`src/rtl/mem_sram_ctrl_if.sv`:
```
// Bus bundle between the MEM-stage pipeline, the SRAM access controller and the external SRAM.
// The slave side is the controller; the master side is the pipeline plus SRAM environment.
interface mem_sram_ctrl_if #(
    parameter int ADDR_W = 18
);
    logic              mem_read_en;
    logic              mem_write_en;
    logic [31:0]       alu_res;
    logic [31:0]       val_rm;
    logic [31:0]       value;
    logic              ready;
    logic              freeze;
    logic [ADDR_W-1:0] sram_addr;
    logic [31:0]       sram_wdata;
    logic              sram_we_n;
    logic [31:0]       sram_rdata;

    modport slave (
        input  mem_read_en, mem_write_en, alu_res, val_rm, sram_rdata,
        output value, ready, freeze, sram_addr, sram_wdata, sram_we_n
    );

    modport master (
        output mem_read_en, mem_write_en, alu_res, val_rm, sram_rdata,
        input  value, ready, freeze, sram_addr, sram_wdata, sram_we_n
    );
endinterface

```
`src/rtl/mem_sram_ctrl.sv`:
```
// MEM-stage SRAM controller: runs one fixed-latency access per load/store request and
// holds the pipeline frozen until it completes; load data is returned on value.
module mem_sram_ctrl #(
    parameter int WAIT_CYCLES = 5,
    parameter int ADDR_W      = 18
) (
    input  logic            clk,
    input  logic            rst,
    mem_sram_ctrl_if.slave  bus
);

    typedef enum logic [1:0] {
        ST_IDLE   = 2'd0,
        ST_ACCESS = 2'd1,
        ST_DONE   = 2'd2
    } state_t;

    localparam logic [3:0] CNT_INIT = 4'(WAIT_CYCLES - 1);

    state_t            state_q, state_d;
    logic [3:0]        cnt_q, cnt_d;
    logic              op_wr_q, op_wr_d;
    logic [31:0]       value_q, value_d;
    logic              ready_q, ready_d;
    logic [ADDR_W-1:0] addr_q, addr_d;
    logic [31:0]       wdata_q, wdata_d;
    logic              we_n_q, we_n_d;
    logic              req_s;

    // Byte-offset bits and address bits above the SRAM range are deliberately dropped.
    logic              unused_s;
    assign unused_s = ^{bus.alu_res[1:0], bus.alu_res[31:ADDR_W+2]};

    assign req_s = bus.mem_read_en | bus.mem_write_en;

    // Next-state and next-output logic for the access sequencer.
    always_comb begin
        state_d = state_q;
        cnt_d   = cnt_q;
        op_wr_d = op_wr_q;
        value_d = value_q;
        ready_d = 1'b0;
        addr_d  = addr_q;
        wdata_d = wdata_q;
        we_n_d  = we_n_q;
        case (state_q)
            ST_IDLE: begin
                if (req_s) begin
                    addr_d  = bus.alu_res[ADDR_W+1:2];
                    wdata_d = bus.val_rm;
                    op_wr_d = bus.mem_write_en;
                    we_n_d  = ~bus.mem_write_en;
                    cnt_d   = CNT_INIT;
                    state_d = ST_ACCESS;
                end else begin
                    state_d = ST_IDLE;
                end
            end
            ST_ACCESS: begin
                if (cnt_q == 4'd0) begin
                    state_d = ST_DONE;
                    we_n_d  = 1'b1;
                    ready_d = 1'b1;
                    if (!op_wr_q) begin
                        value_d = bus.sram_rdata;
                    end else begin
                        value_d = value_q;
                    end
                end else begin
                    cnt_d = cnt_q - 4'd1;
                end
            end
            // The frozen pipeline still presents the finished request here, so it is ignored.
            ST_DONE: begin
                state_d = ST_IDLE;
            end
            default: begin
                state_d = ST_IDLE;
                cnt_d   = 4'd0;
                we_n_d  = 1'b1;
            end
        endcase
    end

    // State and output registers with asynchronous active-low reset.
    always_ff @(posedge clk or negedge rst) begin
        if (!rst) begin
            state_q <= ST_IDLE;
            cnt_q   <= 4'd0;
            op_wr_q <= 1'b0;
            value_q <= 32'd0;
            ready_q <= 1'b0;
            addr_q  <= '0;
            wdata_q <= 32'd0;
            we_n_q  <= 1'b1;
        end else begin
            state_q <= state_d;
            cnt_q   <= cnt_d;
            op_wr_q <= op_wr_d;
            value_q <= value_d;
            ready_q <= ready_d;
            addr_q  <= addr_d;
            wdata_q <= wdata_d;
            we_n_q  <= we_n_d;
        end
    end

    assign bus.value      = value_q;
    assign bus.ready      = ready_q;
    assign bus.sram_addr  = addr_q;
    assign bus.sram_wdata = wdata_q;
    assign bus.sram_we_n  = we_n_q;
    assign bus.freeze     = (req_s && (state_q == ST_IDLE)) || (state_q == ST_ACCESS);

endmodule

```
`src/flat_wrapper.sv`:
```
// flat-port wrapper written by rule: the top's interface ports become plain ports
module mem_sram_ctrl_flat 
#(
    parameter int WAIT_CYCLES = 5,
    parameter int ADDR_W      = 18
)
  (clk, rst, bus_mem_read_en, bus_mem_write_en, bus_alu_res, bus_val_rm, bus_sram_rdata, bus_value, bus_ready, bus_freeze, bus_sram_addr, bus_sram_wdata, bus_sram_we_n);
  mem_sram_ctrl_if #(.ADDR_W(ADDR_W)) bus_i ();
  input  logic clk;
  input  logic rst;
  input wire logic [$bits(bus_i.mem_read_en)-1:0] bus_mem_read_en;
  input wire logic [$bits(bus_i.mem_write_en)-1:0] bus_mem_write_en;
  input wire logic [$bits(bus_i.alu_res)-1:0] bus_alu_res;
  input wire logic [$bits(bus_i.val_rm)-1:0] bus_val_rm;
  input wire logic [$bits(bus_i.sram_rdata)-1:0] bus_sram_rdata;
  output wire logic [$bits(bus_i.value)-1:0] bus_value;
  output wire logic [$bits(bus_i.ready)-1:0] bus_ready;
  output wire logic [$bits(bus_i.freeze)-1:0] bus_freeze;
  output wire logic [$bits(bus_i.sram_addr)-1:0] bus_sram_addr;
  output wire logic [$bits(bus_i.sram_wdata)-1:0] bus_sram_wdata;
  output wire logic [$bits(bus_i.sram_we_n)-1:0] bus_sram_we_n;
  assign bus_i.mem_read_en = bus_mem_read_en;
  assign bus_i.mem_write_en = bus_mem_write_en;
  assign bus_i.alu_res = bus_alu_res;
  assign bus_i.val_rm = bus_val_rm;
  assign bus_i.sram_rdata = bus_sram_rdata;
  assign bus_value = bus_i.value;
  assign bus_ready = bus_i.ready;
  assign bus_freeze = bus_i.freeze;
  assign bus_sram_addr = bus_i.sram_addr;
  assign bus_sram_wdata = bus_i.sram_wdata;
  assign bus_sram_we_n = bus_i.sram_we_n;
  mem_sram_ctrl #(.WAIT_CYCLES(WAIT_CYCLES), .ADDR_W(ADDR_W)) u_core (.clk(clk), .rst(rst), .bus(bus_i));
endmodule
```
`config.mk`:
```
export PLATFORM = sky130hd
export DESIGN_NAME = mem_sram_ctrl_flat
export DESIGN_NICKNAME = d
export VERILOG_FILES = /design/src/rtl/mem_sram_ctrl_if.sv /design/src/rtl/mem_sram_ctrl.sv /design/src/flat_wrapper.sv
export SDC_FILE = /design/constraint.sdc
export NUM_CORES = 1
export LEC_CHECK = 0
export ABC_AREA = 1
export CAP_MARGIN = 10
export CORE_MARGIN = 2
export CORE_UTILIZATION = 43
export DETAILED_ROUTE_END_ITERATION = 16
export PLACE_DENSITY = 0.86
export SYNTH_ARGS = -nofsm -noshare
export SYNTH_HDL_FRONTEND = slang
export SYNTH_SLANG_ARGS = --single-unit
```
`constraint.sdc`:
```
create_clock -name clk -period 3.2 [get_ports clk]
set_clock_uncertainty 0.1 [all_clocks]
set_input_delay 0.48 -clock clk [delete_from_list [all_inputs] [get_ports clk]]
set_output_delay 0.48 -clock clk [all_outputs]
set_load 0.01 [all_outputs]
```
======== Word-level counts from Yosys, hierarchy flattened ========
Cells that the tools add are included.
storage, ports and cells
  memory bits (writable) .................. 0
  bits in latches ......................... 0
  memories ................................ 0
  bits in registers ....................... 91
  bits in read-only memories .............. 0
  bits of input ports ..................... 100
  output and inout port bits .............. 85
cells by class
  div/mod/pow operators ................... 0
  multiply operators ...................... 0
  bitwise operators ....................... 4
  $lt $le $gt $ge ......................... 0
  mux-type cells .......................... 11
  reduce and logical (&&, ||, !) cells .... 8
  shift-type cells ........................ 0
  equality and inequality tests ........... 5
  $add $sub $neg .......................... 1
operators by type and width
  operator             number
  $pmux 4 s3           1
  $reduce_and 3->1     3
  $mux 4               2
  $mux 1               5
  $logic_not 4->1      1
  $ne 2x1->1 const B   2
  $pmux 2 s2           1
  $sub 4x1->4 const B  1
  $not 1->1            3
  $pmux 1 s3           1
  $eq 2x1->1 const B   1
  $eq 2x2->1 const B   1
  $logic_not 2->1      1
  $mux 2               1
  $ne 2x2->1 const B   1
  $reduce_and 2->1     1
  $logic_and 1x1->1    1
  $logic_or 1x1->1     1
  $or 1x1->1           1

======== Longest topological paths before layout ========
  depth after elaboration ................. 3
  mapped depth ............................ 8
  mapped depth without buffers ............ 7

======== Worst setup path before layout ========
No wires, ideal clock.
  path type ............................... input to output
  from .................................... in bus_mem_write_en
  to ...................................... out bus_freeze
  arrival ................................. 1122 ps
  buffers on the path ..................... 1
  stages .................................. 5
  path slack .............................. 1498 ps
  path through ............................ nor2_1 inv_1 nand2_1 buf_2 nand2_1
on the way
  longest elaborated chain between the ends .. 3
RTL lines
  what               RTL line              RTL
  from (decl)        flat_wrapper.sv:12    input wire logic [$bits(bus_i.mem_write_en)-1:0] bus_mem_write_en;
  $or 1x1->1         mem_sram_ctrl.sv:34   assign req_s = bus.mem_read_en | bus.mem_write_en;
  $logic_and 1x1->1  mem_sram_ctrl.sv:113  assign bus.freeze = (req_s && (state_q == ST_IDLE)) || (state_q == ST_ACCESS);
  $logic_or 1x1->1   mem_sram_ctrl.sv:113
  to (decl)          flat_wrapper.sv:18    output wire logic [$bits(bus_i.freeze)-1:0] bus_freeze;
Every way passes these cells.

======== Worst setup path in the final report ========
Same ends and word-level chain as after synthesis.

==> flow_metrics.env <==
export IMPL_die_w_um=95.8
export IMPL_drive_above_1_share_pct=4.17
export IMPL_portBuffers=170
export IMPL_synthesis_nets=508
export IMPL_ys_seq_elements=91
export IMPL_finalSetupViolations=0
export IMPL_hold_worst_slack_ns=0.0371
export IMPL_num_io_pins=185
export IMPL_grtUsageTotal_pct=20.4
export IMPL_crit_slowest_cell="clkdlybuf4s50_1"
export IMPL_grt_pass1_vias=3147
export IMPL_dp_cells=664
export IMPL_grt_pass1_wl_mm=14.6
export IMPL_ctsResizeCount=0
export IMPL_seq_area_frac_synth_pct=62.8
export IMPL_max_stage_delay_ns=0.49
export IMPL_hold_buffers=0
export IMPL_synthAdderAreaFrac_pct=0.690
export IMPL_clockBufferDepth=2
export IMPL_grt_max_degree=92
export IMPL_dr_pass1_iters=4
export IMPL_overflow=0
export IMPL_synth_top_family_by_area="simple AND/OR/NAND/NOR gates"
export IMPL_globalplace_congestion=0.774
export IMPL_synth_simple_area_share_pct=30.6
export IMPL_fin_crit_sh_pct=72.5
export IMPL_syn_area_um2=3630
export IMPL_postCtsSetupBuffers=0
export IMPL_cts_buffers=9
export IMPL_antenna_found_initial=0
export IMPL_die_h_um=95.8
export IMPL_ant_nets=0
export IMPL_postSynthAreaPerCell_um2=8.93
export IMPL_insertion_delay_ns=0.34
export IMPL_crit_chain="clkdlybuf4s50_1 > nor2_1 > inv_1 > nand2_2 > nand2_1 > clkdlybuf4s50_1"
export IMPL_start_kind="primary input"
export IMPL_synth_xor_area_share_pct=0.242
export IMPL_crit_buf_inv=3
export IMPL_vias=3257
export IMPL_first_iter_violations=128
export IMPL_layout_min_cycle_time_ns=2.32
export IMPL_dieArea_um2=9180
export IMPL_worstPathArrival_ns=1.74
export IMPL_drv_slew=0
export IMPL_synthMuxAreaShare_pct=0
export IMPL_power_density_cell_area_nw_per_um2=993
export IMPL_hpwlAfterDp_mm=6.66
export IMPL_place_area_um2=5340
export IMPL_maxCapViolCount=0
export IMPL_start_util_pct=44.4
export IMPL_max_freq_ghz=0.431
export IMPL_utilization_pct=68.1
export IMPL_grt_setup_unrepaired="false"
export IMPL_max_slew_margin_pct=31.8
export IMPL_num_antenna_cells=0
export IMPL_rows=33
export IMPL_tns_ns=0
export IMPL_crit_type="primary input to output port"
export IMPL_syn2layout_area_growth_pct=53.6
export IMPL_clk_pin_slew_worst_paths_ns=0.09
export IMPL_cp_top_family="buffers and inverters"
export IMPL_final_area_um2=5570
export IMPL_synth_area_leaders="dfrtp_1 62%, nand2_1 24%, nand3_1 4.8%"
export IMPL_path_common_cell="clkdlybuf4s50_1"
export IMPL_clock_sinks=91
export IMPL_crit_path_end_kind="output port"
export IMPL_leakage_uw=0.00274
export IMPL_vdd_drop_max_mv=0.411
export IMPL_tightest_slew_ns=1.02
export IMPL_hold_viol_final=0
export IMPL_drt_wl_total_mm=9.44
export IMPL_syn_inst=406
export IMPL_core_area_um2=8180
export IMPL_cts_tree="done"
export IMPL_ys_warn_count=0
export IMPL_yosysUniqueCellTypes=21
export IMPL_h_tree_depth=3
export IMPL_route_detailed_drc=0
export IMPL_status="finished, final reports clean"
export IMPL_routed_via_density=4.78
export IMPL_worstPathRequired_ns=2.62
export IMPL_nNetsFinal=673
export IMPL_hp_class="primary input to asynchronous set/reset pin"
export IMPL_fin_cells=681
export IMPL_synth_compound_area_share_pct=0.897
export IMPL_clock_root_buffer="clkbuf_8"
export IMPL_wl_per_cell_um=13.9
export IMPL_critPathMaxFanout=3
export IMPL_yosysTopAreaCellShare_pct=62.1
export IMPL_yosys_area_top_type="dfrtp_1"
## stage by stage
| step | setup WS [ns] | total power, µW |
|---|---|---|
| floorplan | 1.50 | 3350 |
| CTS | 0.877 | 5580 |
| global route | 0.724 | 5960 |
| finish | 0.880 | 5530 |
| global placement | 0.783 | 4660 |
| detailed placement | 0.784 | 4770 |
## cells in the mapped netlist, drive strengths merged
cell,count
nand3b,1
nor2,9
clkinv,1
inv,8
clkbuf,2
nand2,233
xnor2,1
o21bai,1
dfrtp,90
dfstp,1
o21ai,4
nand3,35
ha,2
a21oi,1
buf,17
## final cells by class
| class | instances | area, µm² |
|---|---|---|
| clock buffers | 13 | 159 |
| clock inverters | 3 | 46.3 |
| fillers | 645 | 2610 |
| inverters | 9 | 33.8 |
| multi-input cells | 287 | 1180 |
| flip-flops and latches | 91 | 2280 |
| well taps | 105 | 131 |
| repair buffers | 173 | 1740 |
## cells by family after synthesis
group	after synthesis
adders and majority gates	2
DFF	91
and+or+nand+nor	278
buffers and inverters	28
AOI/OAI and AO/OA	6
xor gates and xnor gates	1
## per-layer routing
metal / routed length (µm) / part of all wire (%) / vias up / global-route usage [%]
met1: 3700 / 39 / 1525 / 24.5
met2: 4650 / 49 / 140 / 34.4
met5: 0 / 0 / - / 0
met4: 144 / 1.5 / 0 / 6.90
li1: - / - / 1576 / -
met3: 951 / 10 / 16 / 6.97
## cells in the final DEF, fill, tap and decap left out
cell	instances
a21oi_1	1
bufinv_16	1
dfrtp_1	90
clkbuf_1	2
nand2_4	1
nand3b_1	1
clkinvlp_4	1
o21bai_1	1
nand2_2	2
ha_1	2
nand2_1	230
inv_1	7
clkbuf_8	11
clkinv_1	1
nand3_1	35
dfstp_2	1
inv_6	1
clkdlybuf4s50_1	169
nor2_1	8
o21ai_0	4
buf_16	1
inv_2	1
buf_4	3
xnor2_1	1
nor2_4	1
## path summary, 6_finish.rpt
kind | startpoint | endpoint | slack, ns | cells after the start
hold reg to reg | u_core.bus.value[28]$_DFFE_PN0P_ | u_core.bus.value[28]$_DFFE_PN0P_ | 0.37 | 2
min in group clk | u_core.bus.value[28]$_DFFE_PN0P_ | u_core.bus.value[28]$_DFFE_PN0P_ | 0.37 | 2
setup reg to reg | u_core.cnt_q[0]$_DFFE_PN0P_ | u_core.bus.value[16]$_DFFE_PN0P_ | 0.91 | 7
max in group asynchronous | rst | u_core.bus.sram_we_n$_DFFE_PN1P_ | 2.28 | 2
hold / removal | rst | u_core.bus.value[18]$_DFFE_PN0P_ | 0.04 | 1
setup / recovery | bus_mem_write_en | bus_freeze | 0.88 | 6
## flip-flops by register name, summed over array words and instances (netlist names)
name                   cells
u_core.bus.sram_we_n       1
u_core.bus.ready           1
u_core.bus.value          32
u_core.state_q             2
u_core.bus.sram_addr      18
u_core.op_wr_q             1
u_core.cnt_q               4
u_core.bus.sram_wdata     32
## where the power goes
part	leakage [µW]	internal [µW]	switching (µW)	total [µW]
clock	0.000100	408	388	797
combinational	0.00152	1340	1360	2700
sequential	0.00111	1720	306	2030
total	0.00274	3480	2050	5530
No activity file was read; power rests on OpenSTA's default activity.
